--- src/rtl/as_upstream_wrr_arb.sv ---
// as_upstream_wrr_arb
// Packet-aware weighted round-robin arbiter that shares the upstream IO-Serdes channel
// among three AXI-Stream sources (0 = user project, 1 = axilite-axis bridge,
// 2 = logic analyzer). A grant is held until the packet ends or, for normal-priority
// grants, until the burst cap latched at grant time is reached.
//
// Ports:
//   i_axis_clk     clock
//   i_axi_reset_n  asynchronous active-low reset
//   i_req          per-source tvalid
//   i_hi_req       per-source high-priority request (masked by HI_MASK)
//   i_beat         handshake on the granted stream
//   i_last         tlast of the granted stream, qualified by i_beat
//   i_cfg_we       register write strobe
//   i_cfg_addr     register word address (0 weights, 1 burst_max, 2 enable)
//   i_cfg_wdata    register write data
//   o_cfg_rdata    combinational read of the register at i_cfg_addr
//   o_grant        one-hot registered grant, 0 when idle
//   o_grant_id     encoded grant, 0 when idle
//   o_grant_hi     current grant was won at high priority
module as_upstream_wrr_arb #(
    parameter int unsigned  N         = 3,
    parameter logic [N-1:0] HI_MASK   = 3'b101,
    parameter logic [3:0]   BURST_RST = 4'd8
) (
    input  logic         i_axis_clk,
    input  logic         i_axi_reset_n,
    input  logic [N-1:0] i_req,
    input  logic [N-1:0] i_hi_req,
    input  logic         i_beat,
    input  logic         i_last,
    input  logic         i_cfg_we,
    input  logic [1:0]   i_cfg_addr,
    input  logic [11:0]  i_cfg_wdata,
    output logic [11:0]  o_cfg_rdata,
    output logic [N-1:0] o_grant,
    output logic [1:0]   o_grant_id,
    output logic         o_grant_hi
);

    typedef enum logic [0:0] {StIdle, StGrant} state_e;

    state_e              r_state;
    state_e              w_state_d;
    logic [11:0]         r_weights;
    logic [3:0]          r_burst_max;
    logic [N-1:0]        r_enable;
    logic [N-1:0][3:0]   r_credit;
    logic [1:0]          r_ptr;
    logic [4:0]          r_bcnt;
    logic [4:0]          r_cap;
    logic [N-1:0]        r_grant;
    logic [1:0]          r_grant_id;
    logic                r_grant_hi;

    logic [N-1:0]        w_req_en;
    logic [N-1:0]        w_cred_nz;
    logic [N-1:0]        w_e_hi;
    logic [N-1:0]        w_e_lo;
    logic [1:0]          w_win;
    logic [N-1:0]        w_win_oh;
    logic                w_idle;
    logic                w_take;
    logic                w_take_hi;
    logic                w_replenish;
    logic                w_release;
    logic [4:0]          w_bcnt_inc;

    // First set bit of mask in the order ptr+1, ptr+2, ptr (mod N).
    // Iterating backwards lets the earliest position in that order win.
    function automatic logic [1:0] f_pick(input logic [N-1:0] mask, input logic [1:0] ptr);
        logic [1:0] win;
        int         t;
        win = 2'd0;
        for (int k = int'(N) - 1; k >= 0; k--) begin
            t = (int'(ptr) + k + 1) % int'(N);
            if (mask[t]) win = 2'(t);
        end
        return win;
    endfunction

    // A programmed weight of 0 behaves as 1.
    function automatic logic [3:0] f_eff_weight(input logic [3:0] w);
        return (w == 4'd0) ? 4'd1 : w;
    endfunction

    always_comb begin
        for (int i = 0; i < int'(N); i++) begin
            w_cred_nz[i] = (r_credit[i] != 4'd0);
        end
    end

    assign w_req_en    = i_req & r_enable;
    assign w_e_hi      = i_hi_req & HI_MASK & w_req_en;
    assign w_e_lo      = w_req_en & w_cred_nz;
    assign w_win       = f_pick((|w_e_hi) ? w_e_hi : w_e_lo, r_ptr);
    assign w_win_oh    = {{(N-1){1'b0}}, 1'b1} << w_win;
    assign w_idle      = (r_state == StIdle);
    assign w_take      = w_idle & ((|w_e_hi) | (|w_e_lo));
    assign w_take_hi   = w_idle & (|w_e_hi);
    // Requests exist but every eligible source is out of credit: refill and retry.
    assign w_replenish = w_idle & ~(|w_e_hi) & ~(|w_e_lo) & (|w_req_en);
    assign w_bcnt_inc  = r_bcnt + 5'd1;
    // High-priority grants ignore the cap; a last on the cap beat is still one release.
    assign w_release   = (r_state == StGrant) & i_beat &
                         (i_last | (~r_grant_hi & (w_bcnt_inc == r_cap)));

    // State register
    always_ff @(posedge i_axis_clk or negedge i_axi_reset_n) begin
        if (!i_axi_reset_n) begin
            r_state <= StIdle;
        end else begin
            r_state <= w_state_d;
        end
    end

    // Next-state logic
    always_comb begin
        w_state_d = r_state;
        unique case (r_state)
            StIdle:  if (w_take)    w_state_d = StGrant;
            StGrant: if (w_release) w_state_d = StIdle;
        endcase
    end

    // Grant, credit, counter and configuration registers
    always_ff @(posedge i_axis_clk or negedge i_axi_reset_n) begin
        if (!i_axi_reset_n) begin
            r_weights   <= 12'h111;
            r_burst_max <= BURST_RST;
            r_enable    <= {N{1'b1}};
            r_credit    <= {N{4'd1}};
            r_ptr       <= 2'd0;
            r_bcnt      <= 5'd0;
            r_cap       <= 5'd0;
            r_grant     <= '0;
            r_grant_id  <= 2'd0;
            r_grant_hi  <= 1'b0;
        end else begin
            if (w_take) begin
                r_ptr      <= w_win;
                r_bcnt     <= 5'd0;
                r_cap      <= {r_burst_max == 4'd0, r_burst_max};
                r_grant    <= w_win_oh;
                r_grant_id <= w_win;
                r_grant_hi <= w_take_hi;
            end else if (r_state == StGrant && i_beat) begin
                r_bcnt <= w_bcnt_inc;
                if (w_release) begin
                    r_grant    <= '0;
                    r_grant_id <= 2'd0;
                    r_grant_hi <= 1'b0;
                end
            end

            if (w_replenish) begin
                for (int i = 0; i < int'(N); i++) begin
                    r_credit[i] <= f_eff_weight(r_weights[4*i +: 4]);
                end
            end else if (w_take && !w_take_hi && r_credit[w_win] != 4'd0) begin
                r_credit[w_win] <= r_credit[w_win] - 4'd1;
            end

            // Arbitration above used the pre-write values.
            if (i_cfg_we) begin
                unique case (i_cfg_addr)
                    2'd0:    r_weights   <= i_cfg_wdata;
                    2'd1:    r_burst_max <= i_cfg_wdata[3:0];
                    2'd2:    r_enable    <= i_cfg_wdata[N-1:0];
                    default: ;
                endcase
            end
        end
    end

    // Outputs
    always_comb begin
        o_grant    = r_grant;
        o_grant_id = r_grant_id;
        o_grant_hi = r_grant_hi;
        unique case (i_cfg_addr)
            2'd0:    o_cfg_rdata = r_weights;
            2'd1:    o_cfg_rdata = {8'h00, r_burst_max};
            2'd2:    o_cfg_rdata = {{(12-N){1'b0}}, r_enable};
            default: o_cfg_rdata = 12'h000;
        endcase
    end

endmodule

--- config.mk ---
export PLATFORM = sky130hd
export DESIGN_NAME = as_upstream_wrr_arb
export DESIGN_NICKNAME = d
export VERILOG_FILES = /design/src/rtl/as_upstream_wrr_arb.sv
export SDC_FILE = /design/constraint.sdc
export NUM_CORES = 1
export LEC_CHECK = 0
export ABC_AREA = 1
export ABC_CLOCK_PERIOD_IN_PS = 4000
export CORE_ASPECT_RATIO = 1.25
export CORE_MARGIN = 8
export CORE_UTILIZATION = 26
export CTS_CLUSTER_SIZE = 16
export DETAILED_ROUTE_END_ITERATION = 12
export PLACE_DENSITY = 0.55
export SYNTH_ARGS = -nofsm -noshare
export SYNTH_HDL_FRONTEND = slang
export SYNTH_SLANG_ARGS = --single-unit
--- constraint.sdc ---
create_clock -name i_axis_clk -period 4 [get_ports i_axis_clk]
set_input_delay 1 -clock i_axis_clk [delete_from_list [all_inputs] [get_ports i_axis_clk]]
set_output_delay 1 -clock i_axis_clk [all_outputs]
set_load 0.005 [all_outputs]
== Word-level counts from Yosys, hierarchy flattened ==
Index checks and enable logic that the tools add are counted.
Operators by class
  muxes and demuxes: 38
  divide/modulo/power cells: 3
  bitwise operators: 17
  add/sub/neg operators: 6
  shift-type cells: 1
  equality and inequality tests: 3
  reduce and logical (&&, ||, !) cells: 24
  order comparisons: 5
Operators with widths (count)
  $lt 32x4->1 const B: 3
  $mod 32x3->32 const B: 3
  $pmux 12 s3: 1
  $add 32x2->32 const B: 1
  $mux 12: 2
  $mux 4: 5
  $logic_not 4->1: 4
  $reduce_bool 4->1: 4
  $bwmux 12: 1
  $mux 2: 6
  $mux 3: 4
  $mux 1: 11
  $mux 5: 2
  $and 3x3->3: 3
  $reduce_or 3->1: 3
  $and 1x1->1: 8
  $bmux 4 s2: 1
  $demux 4 s2: 1
  $reduce_and 2->1: 4
  $bmux 1 s2: 3
  $reduce_bool 2->1: 3
  $add 5x1->5 const B: 1
  $eq 5x5->1: 1
  $add 3x1->4 const B: 1
  other kinds (14): 21
Storage, ports and cells
  output and inout bits: 18
  bits in registers: 50
  bits of input ports: 25
  logic and storage cells: 110

== Logic depth before layout (Yosys ltp) ==
  word-level depth: 17
  gate-level depth with buffers: 21
  depth with buffers taken out: 21

== Worst setup path before layout ==
Ideal clock, no wire load.
  path type: input to output
  from: input i_cfg_addr[1]
  to: output o_cfg_rdata[1]
  path buffers: 1
  data arrival time: 1.583 ns
  stages on the path: 4
  setup slack: 1.417 ns
  data required time: 3.000 ns
  cells stage by stage: nor2_1 -> inv_1 -> clkbuf_1 -> o211ai_1
Between the ends
  longest elaborated chain between the ends: 2
  elaborated cells on any way between the ends: 4
  those cells by class: 2 x eq/ne; 1 x mux; 1 x reduce/logical
RTL lines
  start, declared: line 33  | input logic [1:0] i_cfg_addr,
  $eq 2x2->1 (tied with other cells): line 181  | unique case (i_cfg_addr)
  $pmux 12 s3 *: line 181
  end, declared: line 35  | output logic [11:0] o_cfg_rdata,
Every way passes the cells marked *; elsewhere a longest branch is shown, timed or not.

== Worst setup path after layout ==
Same ends and word-level chain as after synthesis.

==> run_results.csv <==
group,metric,value,unit
setup_path,cp_max_fo,11,
setup_path,startpoint,"i_cfg_addr[1]",
timing,setup_tns,0,ns
setup_path,max_stage_delay,0.56,ns
detailed_routing,final_antenna_net_count,0,
setup_path,critPathKind,"primary input to output port",
layout,fillers,1156,
layout,multi_input_area,1374,sq um
setup_path,r2r_start,"r_ptr[0]",
timing,setup_viol,0,
cts,clock-sinks,50,
timing,tightest_slew,0.8649,ns
setup_path,critPathTopFamily,"buffers and inverters",
setup_path,crit_slowest_cell,"clkdlybuf4s50_1",
timing,timing.clock.skew,0.006813,ns
grt,grt_first_pass_wirelength,12.30,mm
floorplan,die_area,14550,sq um
grt,grt_overflow,0,
setup_path,arrival,2.69,ns
grt,grt_pass1_vias,2584,
setup_path,path_cells,"clkdlybuf4s50_1, nor2_1, inv_1, o211ai_1, clkdlybuf4s50_1",
logic_synthesis,synth_area,2841,sq um
cts,cts_resized,0,
power_and_ir_drop,vdd_ir_drop_max,0.0002370,V
layout,final_area,3580,sq um
layout,layout-drive-gt1-share,12.47,%
timing,fmax,270.7,MHz
floorplan,die_w,109.5,um
timing,drv_slew,0,
layout,syn2layout_area_growth,25.98,%
logic_synthesis,ys_seq_area_share,44.47,%
cts,tritoncts,"built",
timing,finalCritPeriodShare,92.37,%
logic_synthesis,ys.warnings.count,0,
layout,diodes,0,
setup_path,cpMostUsedCell,"clkdlybuf4s50_1",
layout,nets,452,
layout,seq_area,1264,sq um
cts,cts_inserted_buffers,5,
detailed_routing,dr.first_iter.drc_count,160,
detailed_routing,routed_via_density,4.632,
logic_synthesis,syn_nets,407,
logic_synthesis,syn_inst,379,
detailed_routing,wl_per_cell,13.03,um
logic_synthesis,synth_area_leader_cell,"dfrtp_1",
floorplan,pin_count,43,
placed_design,place_congestion,0.8505,
cts,post-cts-setup-buffers,0,
detailed_routing,num_vias,2580,
setup_path,cp.required,3.00,ns
logic_synthesis,syn_avg_cell_area,7.497,sq um
power_and_ir_drop,power_per_cell_area,656.1,nW/um^2
floorplan,initial_core_util,26.77,%
cts,clk_pin_slew,0.06,ns
placed_design,placedInstanceArea,3411,sq um
logic_synthesis,yosysUniqueCellTypes,34,
logic_synthesis,yosys.area.top_type_share,35.23,%
power_and_ir_drop,p_leak,0.001714,uW
floorplan,coreArea,10620,sq um
run_status,status,"finished, final reports clean",
cts,max-clock-path-buffers,2,
grt,antenna_found_initial,0,
cts,cts_root_buf,"clkbuf_16",
timing,rsz0062_at_grt,"no",
setup_path,cp-end-kind,"output port",
cts,htreeDepth,2,
floorplan,die_h,132.9,um
grt,grt_usage,10.49,%
cts,insertion_delay,0.29,ns
floorplan,rows,42,
min_path,hp-start,"r_weights[1]",
timing,slew_headroom,42.34,%
placed_design,hpwl,5.821,mm
timing,hold_viol,0,
min_path,hold_class,"flop to flop",
cts,cts_hold_buffers,0,
timing,min_period,3.695,ns
placed_design,portBuffers,41,
flow_run,drv_cap,0,
detailed_routing,drt_first_pass_iters,4,
setup_path,crit_path_start_kind,"primary input",
logic_synthesis,synth-seq-cells,50,
logic_synthesis,synth.top_cells.by_area,"dfrtp_1 (35%), nand2_1 (14%), dfstp_2 (9.2%)",
detailed_routing,wl,7.259,mm
setup_path,path_buf_inv,3,
grt,grt_max_degree,40,
detailed_routing,drcViolationCount,0,
## cell usage after synthesis
| cell type | instances |
|---|---|
| dfrtp_1 | 40 |
| nand2_4 | 1 |
| a32o_1 | 1 |
| a21oi_1 | 10 |
| nand3_2 | 5 |
| nor4_1 | 1 |
| o21ai_2 | 1 |
| nor2_1 | 34 |
| a31o_2 | 2 |
| buf_2 | 1 |
| dfstp_2 | 10 |
| inv_2 | 1 |
| clkbuf_1 | 5 |
| xnor2_1 | 1 |
| o21a_1 | 1 |
| o211ai_1 | 4 |
| nor2_2 | 4 |
| o21ai_0 | 27 |
| xor2_1 | 4 |
| a21oi_2 | 1 |
| nor2_4 | 1 |
| nand2_1 | 103 |
| nand4_1 | 2 |
| inv_1 | 45 |
| a31oi_1 | 3 |
| nand2_2 | 14 |
| o221ai_1 | 3 |
| nor3_1 | 2 |
| or2_1 | 1 |
| nand3_1 | 44 |
| and2_1 | 1 |
| clkinv_1 | 2 |
| a21boi_4 | 1 |
| ha_1 | 3 |
## per-stage QoR
stage / utilization [%] / power, uW / setup slack (ns) / hold WS, ns / std cells
detailed placement: 32.13 / 1879 / 0.3226 / 0.4833 / 549
CTS: 33.72 / 2372 / 0.3055 / 0.5002 / 557
finish: 33.72 / 2349 / 0.3053 / 0.4925 / 557
global placement: 32.13 / 1867 / 0.3598 / 0.4751 / 549
floorplan: - / 1559 / 1.417 / 0.4530 / 379
global route: 33.72 / 2551 / 0.1462 / 0.5150 / 557
## worst min-delay path, cell delays in order, from the launching register on
cell,delay [ns]
dfrtp_1,0.35
nand2_1,0.05
o21ai_0,0.06
## where the power goes
group / switching [uW] / total [uW] / internal (uW)
sequential: 121 / 799 / 677
combinational: 657 / 1070 / 412
clock: 185 / 481 / 296
## cells in the final DEF (no fill, tap or decap), types with 3 or more instances in the layout
cell type and n:
a21oi_1 10, o221ai_1 3, nor2_1 34, o211ai_1 4, inv_1 45, buf_4 3
clkbuf_16 5, nor2_2 4, dfrtp_1 40, ha_1 3, a31oi_1 3, nand3_1 44
nand2_1 103, xor2_1 4, o21ai_0 27, nand3_2 5, clkdlybuf4s50_1 40, dfstp_2 10
nand2_2 14
## registers in the layout, summed over array words and instances, names as in the netlist, 2 cells and up
name / flops
o_grant: 3
o_grant_id: 2
r_bcnt: 5
r_burst_max: 4
r_cap: 5
r_credit: 12
r_enable: 3
r_ptr: 2
r_weights: 12
## area by class of cell
type,count,area share (%)
inverters,48,5.033
clock buffers,5,3.495
well taps,132,4.614
flip-flops and latches,50,35.30
repair buffers,44,11.95
clock inverters,3,1.223
multi-input cells,275,38.38
## cell families after synthesis
family | count (synthesis) | share of synthesized area, %
flops | 50 | 44.47
fa+ha+maj | 3 | 1.321
xor+xnor | 5 | 1.541
buf+inv | 54 | 7.177
simple gates | 213 | 33.82
compound gates | 54 | 11.67
## path summary, 6_finish.rpt
kind,to,slack [ns],cells after the start
worst max-delay path,o_cfg_rdata[1],0.31,5
worst min-delay path,r_weights[1],0.49,2
min in group asynchronous,r_cap[2],0.82,1
max in group asynchronous,r_bcnt[1],2.50,2
worst max register to register,r_credit[9],1.53,16
worst min register to register,r_weights[1],0.49,2
## per-layer routing
| layer | vias up | share of wire, % | track usage [%] |
|---|---|---|---|
| li1 | 1317 | - | - |
| met5 | - | 0 | 0 |
| met1 | 1201 | 43 | 12.38 |
| met2 | 51 | 51 | 17.76 |
| met3 | 11 | 3.4 | 1.749 |
| met4 | 0 | 2.5 | 4.966 |
(Power assumes the default switching activity.)
